<file path="src/rtl/keypad_pkg.sv">
`default_nettype none
// ============================================================================
// Module      : keypad_pkg
// Description : Key codes, 4x4 keymap and debounce state type for keypad_entry.
// Revision    : 1.0 - initial release
// ============================================================================
package keypad_pkg;

    localparam logic [3:0] KEY_A   = 4'hA;
    localparam logic [3:0] KEY_B   = 4'hB;
    localparam logic [3:0] KEY_C   = 4'hC;
    localparam logic [3:0] KEY_D   = 4'hD;
    localparam logic [3:0] KEY_CLR = 4'hE;
    localparam logic [3:0] KEY_ENT = 4'hF;

    typedef enum logic [0:0] {
        RELEASED = 1'b0,
        PRESSED  = 1'b1
    } deb_state_t;

    function automatic logic [3:0] keymap(input logic [1:0] row, input logic [1:0] col);
        logic [3:0] code;
        case ({row, col})
            4'd0:    code = 4'd1;
            4'd1:    code = 4'd2;
            4'd2:    code = 4'd3;
            4'd3:    code = KEY_A;
            4'd4:    code = 4'd4;
            4'd5:    code = 4'd5;
            4'd6:    code = 4'd6;
            4'd7:    code = KEY_B;
            4'd8:    code = 4'd7;
            4'd9:    code = 4'd8;
            4'd10:   code = 4'd9;
            4'd11:   code = KEY_C;
            4'd12:   code = KEY_CLR;
            4'd13:   code = 4'd0;
            4'd14:   code = KEY_ENT;
            default: code = KEY_D;
        endcase
        return code;
    endfunction

endpackage
`default_nettype wire

</file>
<file path="src/rtl/keypad_scan.sv">
`default_nettype none
// ============================================================================
// Module      : keypad_scan
// Description : Column scanner, row synchronizer, snapshot builder and
//               press/release debounce FSM producing one key_event per press.
// Revision    : 1.0 - initial release
// ============================================================================
module keypad_scan
    import keypad_pkg::*;
#(
    parameter int SCAN_DIV = 50000,
    parameter int DEBOUNCE = 4
) (
    input  logic       clk,
    input  logic       rstn,
    input  logic [3:0] key_row,
    output logic [3:0] key_col,
    output logic       key_event,
    output logic [3:0] key_code
);

    localparam int              DIV_W      = $clog2(SCAN_DIV);
    localparam logic [DIV_W-1:0] c_div_last = DIV_W'(SCAN_DIV - 1);
    localparam logic [3:0]      c_deb      = 4'(DEBOUNCE);

    logic [DIV_W-1:0] r_div;
    logic [1:0]       r_col;
    logic [3:0]       r_row_meta;
    logic [3:0]       r_row_sync;
    logic [11:0]      r_snap_part;

    deb_state_t r_state, w_state_nxt;
    logic [3:0] r_cnt, w_cnt_nxt, w_cnt_run;
    logic [3:0] r_prev_code, w_prev_nxt;
    logic       r_event, w_event_nxt;
    logic [3:0] r_code, w_code_nxt;

    logic        w_sample;
    logic        w_snap_done;
    logic [15:0] w_snap;
    logic        w_any;
    logic        w_multi;
    logic [3:0]  w_code;

    assign key_col     = ~(4'b0001 << r_col);
    assign w_sample    = (r_div == c_div_last);
    assign w_snap_done = w_sample && (r_col == 2'd3);
    // Snapshot bit index is col*4+row; set bit means key down.
    assign w_snap      = {~r_row_sync, r_snap_part};

    always_ff @(posedge clk or negedge rstn) begin
        if (!rstn) begin
            r_div       <= '0;
            r_col       <= 2'd0;
            r_row_meta  <= 4'hF;
            r_row_sync  <= 4'hF;
            r_snap_part <= '0;
        end else begin
            r_row_meta <= key_row;
            r_row_sync <= r_row_meta;
            if (w_sample) begin
                r_div <= '0;
                r_col <= r_col + 2'd1;
                if (r_col != 2'd3) begin
                    r_snap_part[{r_col, 2'b00} +: 4] <= ~r_row_sync;
                end
            end else begin
                r_div <= r_div + DIV_W'(1);
            end
        end
    end

    always_comb begin
        w_any   = 1'b0;
        w_multi = 1'b0;
        w_code  = 4'd0;
        for (int i = 0; i < 16; i++) begin
            if (w_snap[i]) begin
                if (w_any) w_multi = 1'b1;
                w_any  = 1'b1;
                w_code = keymap(2'(i % 4), 2'(i / 4));
            end
        end
    end

    always_ff @(posedge clk or negedge rstn) begin
        if (!rstn) begin
            r_state     <= RELEASED;
            r_cnt       <= 4'd0;
            r_prev_code <= 4'd0;
            r_event     <= 1'b0;
            r_code      <= 4'd0;
        end else begin
            r_state     <= w_state_nxt;
            r_cnt       <= w_cnt_nxt;
            r_prev_code <= w_prev_nxt;
            r_event     <= w_event_nxt;
            r_code      <= w_code_nxt;
        end
    end

    always_comb begin
        w_state_nxt = r_state;
        w_cnt_nxt   = r_cnt;
        w_prev_nxt  = r_prev_code;
        w_event_nxt = 1'b0;
        w_code_nxt  = r_code;
        w_cnt_run   = 4'd1;
        if (w_snap_done) begin
            case (r_state)
                RELEASED: begin
                    if (w_any && !w_multi) begin
                        w_prev_nxt = w_code;
                        // A run only continues if the previous snapshot held the same single key.
                        w_cnt_run  = (r_cnt != 4'd0 && w_code == r_prev_code) ? r_cnt + 4'd1 : 4'd1;
                        if (w_cnt_run == c_deb) begin
                            w_event_nxt = 1'b1;
                            w_code_nxt  = w_code;
                            w_state_nxt = PRESSED;
                            w_cnt_nxt   = 4'd0;
                        end else begin
                            w_cnt_nxt = w_cnt_run;
                        end
                    end else begin
                        w_cnt_nxt = 4'd0;
                    end
                end
                default: begin
                    if (!w_any) begin
                        if (r_cnt + 4'd1 == c_deb) begin
                            w_state_nxt = RELEASED;
                            w_cnt_nxt   = 4'd0;
                        end else begin
                            w_cnt_nxt = r_cnt + 4'd1;
                        end
                    end else begin
                        w_cnt_nxt = 4'd0;
                    end
                end
            endcase
        end
    end

    assign key_event = r_event;
    assign key_code  = r_code;

endmodule
`default_nettype wire

</file>
<file path="src/rtl/keypad_entry.sv">
`default_nettype none
// ============================================================================
// Module      : keypad_entry
// Description : Accumulates up to three decimal key digits into an 8-bit value
//               and hands it off with a one-cycle valid pulse on confirm.
// Revision    : 1.0 - initial release
// ============================================================================
module keypad_entry
    import keypad_pkg::*;
#(
    parameter int SCAN_DIV = 50000,
    parameter int DEBOUNCE = 4
) (
    input  logic       clk,
    input  logic       rstn,
    input  logic [3:0] key_row,
    output logic [3:0] key_col,
    output logic [7:0] value,
    output logic [1:0] digit_cnt,
    output logic       entry_valid,
    output logic [7:0] entry_value,
    output logic       key_err
);

    logic       w_event;
    logic [3:0] w_code;
    logic [9:0] w_new;

    logic [7:0] r_acc;
    logic [1:0] r_cnt;
    logic       r_valid;
    logic [7:0] r_entry;
    logic       r_err;

    keypad_scan #(
        .SCAN_DIV (SCAN_DIV),
        .DEBOUNCE (DEBOUNCE)
    ) u_scan (
        .clk       (clk),
        .rstn      (rstn),
        .key_row   (key_row),
        .key_col   (key_col),
        .key_event (w_event),
        .key_code  (w_code)
    );

    // 10 bits suffice: with fewer than three digits the accumulator is at most 99.
    assign w_new = 10'(r_acc) * 10'd10 + 10'(w_code);

    always_ff @(posedge clk or negedge rstn) begin
        if (!rstn) begin
            r_acc   <= 8'd0;
            r_cnt   <= 2'd0;
            r_valid <= 1'b0;
            r_entry <= 8'd0;
            r_err   <= 1'b0;
        end else begin
            r_valid <= 1'b0;
            r_err   <= 1'b0;
            if (w_event) begin
                if (w_code <= 4'd9) begin
                    if (r_cnt == 2'd3 || w_new > 10'd255) begin
                        r_err <= 1'b1;
                    end else begin
                        r_acc <= w_new[7:0];
                        r_cnt <= r_cnt + 2'd1;
                    end
                end else if (w_code == KEY_CLR) begin
                    r_acc <= 8'd0;
                    r_cnt <= 2'd0;
                end else if (w_code == KEY_ENT && r_cnt != 2'd0) begin
                    r_entry <= r_acc;
                    r_valid <= 1'b1;
                    r_acc   <= 8'd0;
                    r_cnt   <= 2'd0;
                end
            end
        end
    end

    assign value       = r_acc;
    assign digit_cnt   = r_cnt;
    assign entry_valid = r_valid;
    assign entry_value = r_entry;
    assign key_err     = r_err;

endmodule
`default_nettype wire

</file>
<file path="config.mk">
export PLATFORM = sky130hd
export DESIGN_NAME = keypad_entry
export DESIGN_NICKNAME = d
export VERILOG_FILES = /design/src/rtl/keypad_pkg.sv /design/src/rtl/keypad_scan.sv /design/src/rtl/keypad_entry.sv
export SDC_FILE = /design/constraint.sdc
export NUM_CORES = 1
export LEC_CHECK = 0
export BUFFER_PORTS_ARGS = -buffer_cell sky130_fd_sc_hd__buf_2
export CAP_MARGIN = 20
export CORE_ASPECT_RATIO = 0.6
export CORE_MARGIN = 5
export CORE_UTILIZATION = 50
export DETAILED_ROUTE_END_ITERATION = 6
export MAX_ROUTING_LAYER = met4
export PLACE_DENSITY_LB_ADDON = 0.15
export SYNTH_ARGS = -nofsm -noshare
export SYNTH_HDL_FRONTEND = slang
export SYNTH_SLANG_ARGS = --single-unit
export TNS_END_PERCENT = 30
</file>
<file path="constraint.sdc">
create_clock -name clk -period 4.5 [get_ports clk]
set_input_delay 0.9 -clock clk [delete_from_list [all_inputs] [get_ports clk]]
set_output_delay 0.9 -clock clk [all_outputs]
set_load 0.01 [all_outputs]
</file>
==> flow_summary_export.csv, run 1 <==
group,metric,value,unit
status,outcome,"completed",
sta,setup_viol,0,
detailed_routing,wirelength,8960,um
clocking,post-cts-setup-buffer-count,0,
power_and_ir_drop,swShare,21.9,%
clocking,cts_tree,"built",
clocking,clockRootBuffer,"clkbuf_16",
layout,final_cell_area,4700,um2
placement,dpl_cell_area,4430,um2
grt,grt_pass1_vias,2944,
layout,layout.cells.non_filler,551,
sta,final-hold-violation-count,0,
floorplanning,fp.dieH,80.8,um
clocking,post_cts_resized,0,
sta,fmaxAchievable,288,MHz
power_and_ir_drop,p_sw,294,uW
synthesis,seq_area_frac_synth,43.3,%
grt,grt_max_degree,40,
clocking,clk_latency,0.33,ns
layout,finalNetCount,471,
critical_path,end_kind,"flip-flop",
detailed_routing,firstDrtPassIters,4,
sta,tns,0,ns
clocking,clk_pin_slew,0.06,ns
critical_path,path_class,"flip-flop to flip-flop",
floorplanning,start_util,52.2,%
synthesis,synth_top_area_cell,"dfrtp_1",
placement,placed_cells,535,
floorplanning,core_area,8010,um2
layout,area_growth,12.5,%
synthesis,yosysTopAreaCellShare,38.3,%
floorplanning,dieWidth,128,um
critical_path,required,4.77,ns
grt,grt.overflow.total,0,
clocking,cts_buffer_depth,2,
floorplanning,dieArea,10300,um2
synthesis,syn-num-nets,441,
power_and_ir_drop,clkPwrFrac,48.4,%
placement,dp_slack,1.09,ns
synthesis,ys_top_cells_by_area,"dfrtp_1 (38%), ha_1 (7.5%), dfstp_2 (5.0%)",
sta,relSlewSlack,37.6,%
power_and_ir_drop,pwr-share-comb,2.4,%
clocking,cts_hold_buf,0,
floorplanning,placementRows,25,
power_and_ir_drop,vdd_drop_max,274,uV
min_path,holdCritPathClass,"flip-flop to flip-flop",
clocking,cts_sinks,72,
detailed_routing,drc,0,
sta,fin_ws,1.03,ns
sta,skew,0.00606,ns
placement,portBuffers,29,
job,max_cap_viol_count,0,
power_and_ir_drop,internal_power,1.05,mW
placement,place.gp.congestion,0.888,
critical_path,ff2ff_path_depth,11,
layout,seq_area,1810,um2
clocking,htree_levels,3,
synthesis,avgSynthCellArea,10.2,um2
synthesis,synthFlopType,"dfrtp_1",
sta,fin_crit,3.47,ns
critical_path,path_max_fanout,10,
sta,post-route-period-util,77.1,%
detailed_routing,drtAntennaViolNets,0,
power_and_ir_drop,pwr-share-seq,49.3,%
detailed_routing,drt-initial-drc-count,191,
critical_path,arrival,3.74,ns
sta,grt_setup_unrepaired,"no",
clocking,cts_buffers,9,
synthesis,synth_common_cells,"dfrtp_1 (64), nand2_1 (33), nor2_1 (32), ha_1 (25), inv_1 (20)",
detailed_routing,num_vias,3083,
synthesis,synth_most_common_cell,"dfrtp_1",
placement,hpwl,6750,um
grt,antenna_found_initial,0,
synthesis,synth-edff-count,0,
floorplanning,pin_count,30,
synthesis,yosysWarnings,0,
synthesis,syn_inst,408,
layout,multi_input_area,2240,um2
synthesis,yosysUniqueCellTypes,65,
synthesis,async_flop_share,100,%
layout,final_layout_size_suffix_gt1_share,18.1,%
detailed_routing,viasPerCell,5.60,
power_and_ir_drop,power_leakage,2.23,nW
detailed_routing,wl_per_cell,16.3,um
sta,tightestPinTransition,0.933,ns
layout,fill_cells,710,
grt,grt_first_pass_wirelength,15600,um
synthesis,mappedNetlistArea,4180,um2
layout,antenna_cells,0,
min_path,holdPathStages,0,
grt,globalRouteTotalUtil,20.0,%
power_and_ir_drop,power.density,285,nW/um2
critical_path,cp-start-kind,"flip-flop",
sta,drv_slew,0,
synthesis,synth_seq_cells,72,
## metal layers
| layer | part of all wire [%] | global-route usage, % | vias up |
|---|---|---|---|
| met2 | 39 | 24.2 | 55 |
| met4 | 0.42 | 5.72 | 0 |
| met1 | 57 | 31.4 | 1482 |
| li1 | - | - | 1542 |
| met3 | 4.2 | 5.45 | 4 |
| met5 | 0 | - | - |
## area by class of cell
cell class,instances,area share (%)
Multi-Input combinational cell,303,47.7
Tap cell,108,2.87
Timing Repair Buffer,31,3.40
Clock buffer,10,5.08
Sequential cell,72,38.5
Inverter,21,1.68
Clock inverter,6,0.745
## registers in the layout, indices dropped and copies added, names as in the netlist
| name | flops |
|---|---|
| digit_cnt | 2 |
| entry_valid | 1 |
| entry_value | 8 |
| key_err | 1 |
| u_scan.key_code | 4 |
| u_scan.key_event | 1 |
| u_scan.r_cnt | 4 |
| u_scan.r_col | 2 |
| u_scan.r_div | 16 |
| u_scan.r_prev_code | 4 |
| u_scan.r_row_meta | 4 |
| u_scan.r_row_sync | 4 |
| u_scan.r_snap_part | 12 |
| u_scan.r_state | 1 |
| value | 8 |
## power by group through the flow
stage          Sequential [mW]  Clock (mW)  Combinational [mW]
6_report                 0.661       0.649              0.0317
5_1_grt                  0.661       0.696              0.0368
4_1_cts                  0.661       0.668              0.0328
3_5_place_dp             0.672           0              0.0326
3_3_place_gp             0.672           0              0.0318
2_1_floorplan            0.666           0              0.0181
## critical path: stages, from the launching register on
cell and delay, ns:
dfrtp_1 0.46, ha_1 0.34, ha_1 0.23, inv_1 0.07
fa_1 0.46, nand3b_1 0.18, o21ai_0 0.29, nand4bb_1 0.20
o21ai_0 0.15, o2bb2ai_1 0.13, o21ai_1 0.62, mux2_2 0.28
## worst paths after layout
kind / slack, ns / from / endpoint
max: 1.03 / value[1]$_DFFE_PN0P_ / digit_cnt[0]$_DFFE_PN0P_
min: 0.35 / u_scan.r_row_meta[0]$_DFF_PN1_ / u_scan.r_row_sync[0]$_DFF_PN1_
max reg2reg: 1.03 / value[1]$_DFFE_PN0P_ / digit_cnt[0]$_DFFE_PN0P_
min reg2reg: 0.35 / u_scan.r_row_meta[0]$_DFF_PN1_ / u_scan.r_row_sync[0]$_DFF_PN1_
max in group asynchronous: 2.86 / rstn / u_scan.r_div[6]$_DFF_PN0_
min in group asynchronous: 0.67 / rstn / entry_value[3]$_DFFE_PN0P_
## cell families (layout without fill, tap and decap cells)
family                   after synthesis  in the layout  synth area share, %
XOR/XNOR                              30             30                 6.29
adder cells (fa/ha/maj)               28             28                 8.68
AO/OA/AOI/OAI                         81             81                 14.1
buffers and inverters                 33             68                 3.11
flip-flops                            72             72                 43.3
AND/OR/NAND/NOR                      146            146                 19.4
multiplexers                          18             18                 5.15
## cells in the final DEF, fill, tap and decap left out, drive strengths merged, types with 3 or more instances in the layout
cell    instances
dfrtp          64
o21ai          14
clkinv          4
nor2           33
o211ai          3
o21bai          5
clkbuf         10
nor4            5
buf            31
nor3b           4
mux2           16
or3             4
and2            5
a211oi          4
nor2b           8
nor3            7
o31ai          16
ha             25
xnor2          17
nand3b          3
a31oi           3
a22o            9
a21oi          12
dfstp           8
nand3          16
inv            21
or4             4
nand4           5
and3            6
xor2           13
or2             3
nand2b          4
nand2          33
## per-stage QoR
| step | power, mW | utilization, % | hold WS, ns |
|---|---|---|---|
| floorplan | 0.684 | - | 0.345 |
| global placement | 0.704 | 55.3 | 0.347 |
| detailed placement | 0.705 | 55.3 | 0.348 |
| CTS | 1.36 | 58.8 | 0.356 |
| global route | 1.39 | 58.8 | 0.357 |
| finish | 1.34 | 58.8 | 0.355 |
No activity file was read; power rests on OpenSTA's default activity.
==> inputs of run 2 (changes only) <==
==> constraint.sdc (replaced) <==
create_clock -name clk -period 3.4 [get_ports clk]
set_input_delay 0.68 -clock clk [delete_from_list [all_inputs] [get_ports clk]]
set_output_delay 0.68 -clock clk [all_outputs]
set_load 0.01 [all_outputs]
==> flow_summary_export.csv, run 2 (synthesis results as in run 1) <==
group,metric,value,unit
status,outcome,"completed",
clocking,cts_tree,"built",
sta,grt_setup_unrepaired,"no",
grt,antenna_found_initial,0,
detailed_routing,drtAntennaViolNets,0,
clocking,clk_pin_slew,0.05,ns
critical_path,path_max_fanout,9,
detailed_routing,wirelength,8920,um
layout,finalNetCount,477,
grt,grt_first_pass_wirelength,15200,um
layout,final_cell_mix,"dfrtp_1 (64), nand2_1 (33), nor2_1 (32)",
grt,grt_pass1_vias,2986,
sta,skew,0.00608,ns
placement,dp_slack,0.112,ns
clocking,cts_buffer_depth,2,
detailed_routing,firstDrtPassIters,5,
sta,tns,0,ns
critical_path,required,3.67,ns
sta,post-route-period-util,94.8,%
sta,setup_viol,0,
layout,antenna_cells,0,
floorplanning,dieWidth,128,um
layout,final_layout_size_suffix_gt1_share,18.5,%
layout,largest_reg_flops,16,
clocking,cts_buffers,9,
power_and_ir_drop,power.density,398,nW/um2
grt,grt.overflow.total,0,
sta,tightestPinTransition,0.973,ns
floorplanning,pin_count,30,
floorplanning,fp.dieH,80.8,um
sta,final-hold-violation-count,0,
grt,grt_max_degree,34,
layout,reg.largest.list,"u_scan.r_div (16), u_scan.r_snap_part (12)",
grt,globalRouteTotalUtil,19.4,%
power_and_ir_drop,vdd_drop_max,420,uV
floorplanning,placementRows,25,
detailed_routing,drc,0,
placement,place.gp.congestion,0.869,
clocking,clk_latency,0.33,ns
sta,fmaxAchievable,310,MHz
floorplanning,core_area,8010,um2
layout,area_growth,14.8,%
placement,hpwl,6820,um
detailed_routing,num_vias,3166,
sta,relSlewSlack,34.9,%
critical_path,arrival,3.49,ns
layout,regMostFlops,"u_scan.r_div",
min_path,holdPathStages,0,
clocking,post-cts-setup-buffer-count,0,
critical_path,path_class,"flip-flop to flip-flop",
placement,portBuffers,29,
critical_path,cp-start-kind,"flip-flop",
clocking,cts_hold_buf,0,
critical_path,end_kind,"flip-flop",
floorplanning,dieArea,10300,um2
layout,final_common_cell,"dfrtp_1",
detailed_routing,viasPerCell,5.68,
layout,final_core_util,59.9,%
sta,fin_ws,0.177,ns
sta,fin_crit,3.22,ns
critical_path,ff2ff_path_depth,11,
floorplanning,start_util,52.2,%
min_path,holdCritPathClass,"flip-flop to flip-flop",
detailed_routing,drt-initial-drc-count,270,
clocking,cts_sinks,72,
clocking,clockRootBuffer,"clkbuf_16",
sta,drv_slew,0,
sta,hold-worst-slack,0.356,ns
detailed_routing,wl_per_cell,16.0,um
job,max_cap_viol_count,0,
clocking,htree_levels,3,
power_and_ir_drop,power_leakage,2.28,nW
-- run 2: cell count changes in the layout (fill, tap and decap cells not counted), sizes merged --
cell      delta
clkinvlp     -2
buf          +6
bufinv       +2
clkbuf       +3
clkinv       -3
-- run 2: where the power goes --
| part | switching, mW | internal [mW] |
|---|---|---|
| Combinational | 0.0295 | 0.0137 |
| Sequential | 0.00878 | 0.867 |
| Clock | 0.329 | 0.661 |
| Total | 0.367 | 1.54 |
-- run 2: worst max-delay path, stage by stage, from the launching register on --
cell and delay, ns:
dfrtp_1 0.46, ha_1 0.33, ha_1 0.21, inv_1 0.07
fa_1 0.46, nand3b_1 0.18, o21ai_0 0.28, nand4bb_1 0.21
nor2_1 0.14, o2bb2ai_1 0.15, nor3b_4 0.44, mux2_2 0.23
-- run 2: routing by layer --
| metal | GRT usage [%] | share of wire [%] | vias to the layer above |
|---|---|---|---|
| met1 | 29.1 | 54 | 1519 |
| li1 | - | - | 1549 |
| met3 | 5.85 | 6.2 | 15 |
| met2 | 24.8 | 38 | 83 |
| met4 | 5.40 | 1.7 | 0 |
| met5 | - | 0 | - |
-- run 2: cell type report --
type / instances / area (um2)
tap: 108 / 135
timing repair buffer: 37 / 205
fill: 694 / 3210
inverter: 21 / 78.8
sequential: 72 / 1810
clock buffer: 13 / 250
multi-input combinational: 303 / 2250
clock inverter: 3 / 65.1
-- run 2: final timing paths --
| kind | from | to | slack (ns) |
|---|---|---|---|
| setup / recovery | value[1]$_DFFE_PN0P_ | digit_cnt[0]$_DFFE_PN0P_ | 0.18 |
| hold / removal | u_scan.r_row_meta[2]$_DFF_PN1_ | u_scan.r_row_sync[2]$_DFF_PN1_ | 0.36 |
| setup reg to reg | value[1]$_DFFE_PN0P_ | digit_cnt[0]$_DFFE_PN0P_ | 0.18 |
| hold reg to reg | u_scan.r_row_meta[2]$_DFF_PN1_ | u_scan.r_row_sync[2]$_DFF_PN1_ | 0.36 |
| max in group asynchronous | rstn | u_scan.r_row_sync[3]$_DFF_PN1_ | 2.17 |
| min in group asynchronous | rstn | entry_valid$_DFF_PN0_ | 0.42 |
-- run 2: through the flow --
step,total power [mW],area (um2),cells
CTS,1.94,4790,557
global route,1.98,4800,557
global placement,0.933,4480,541
floorplan,0.906,4180,408
detailed placement,0.934,4480,541
finish,1.91,4800,557
-- run 2: what timing repair did --
item | 4_1_cts | 5_1_grt
gates resized for setup | 0 | 1
setup endpoints to repair | 0 | 9
endpoints found under the hold margin | 0 | 0
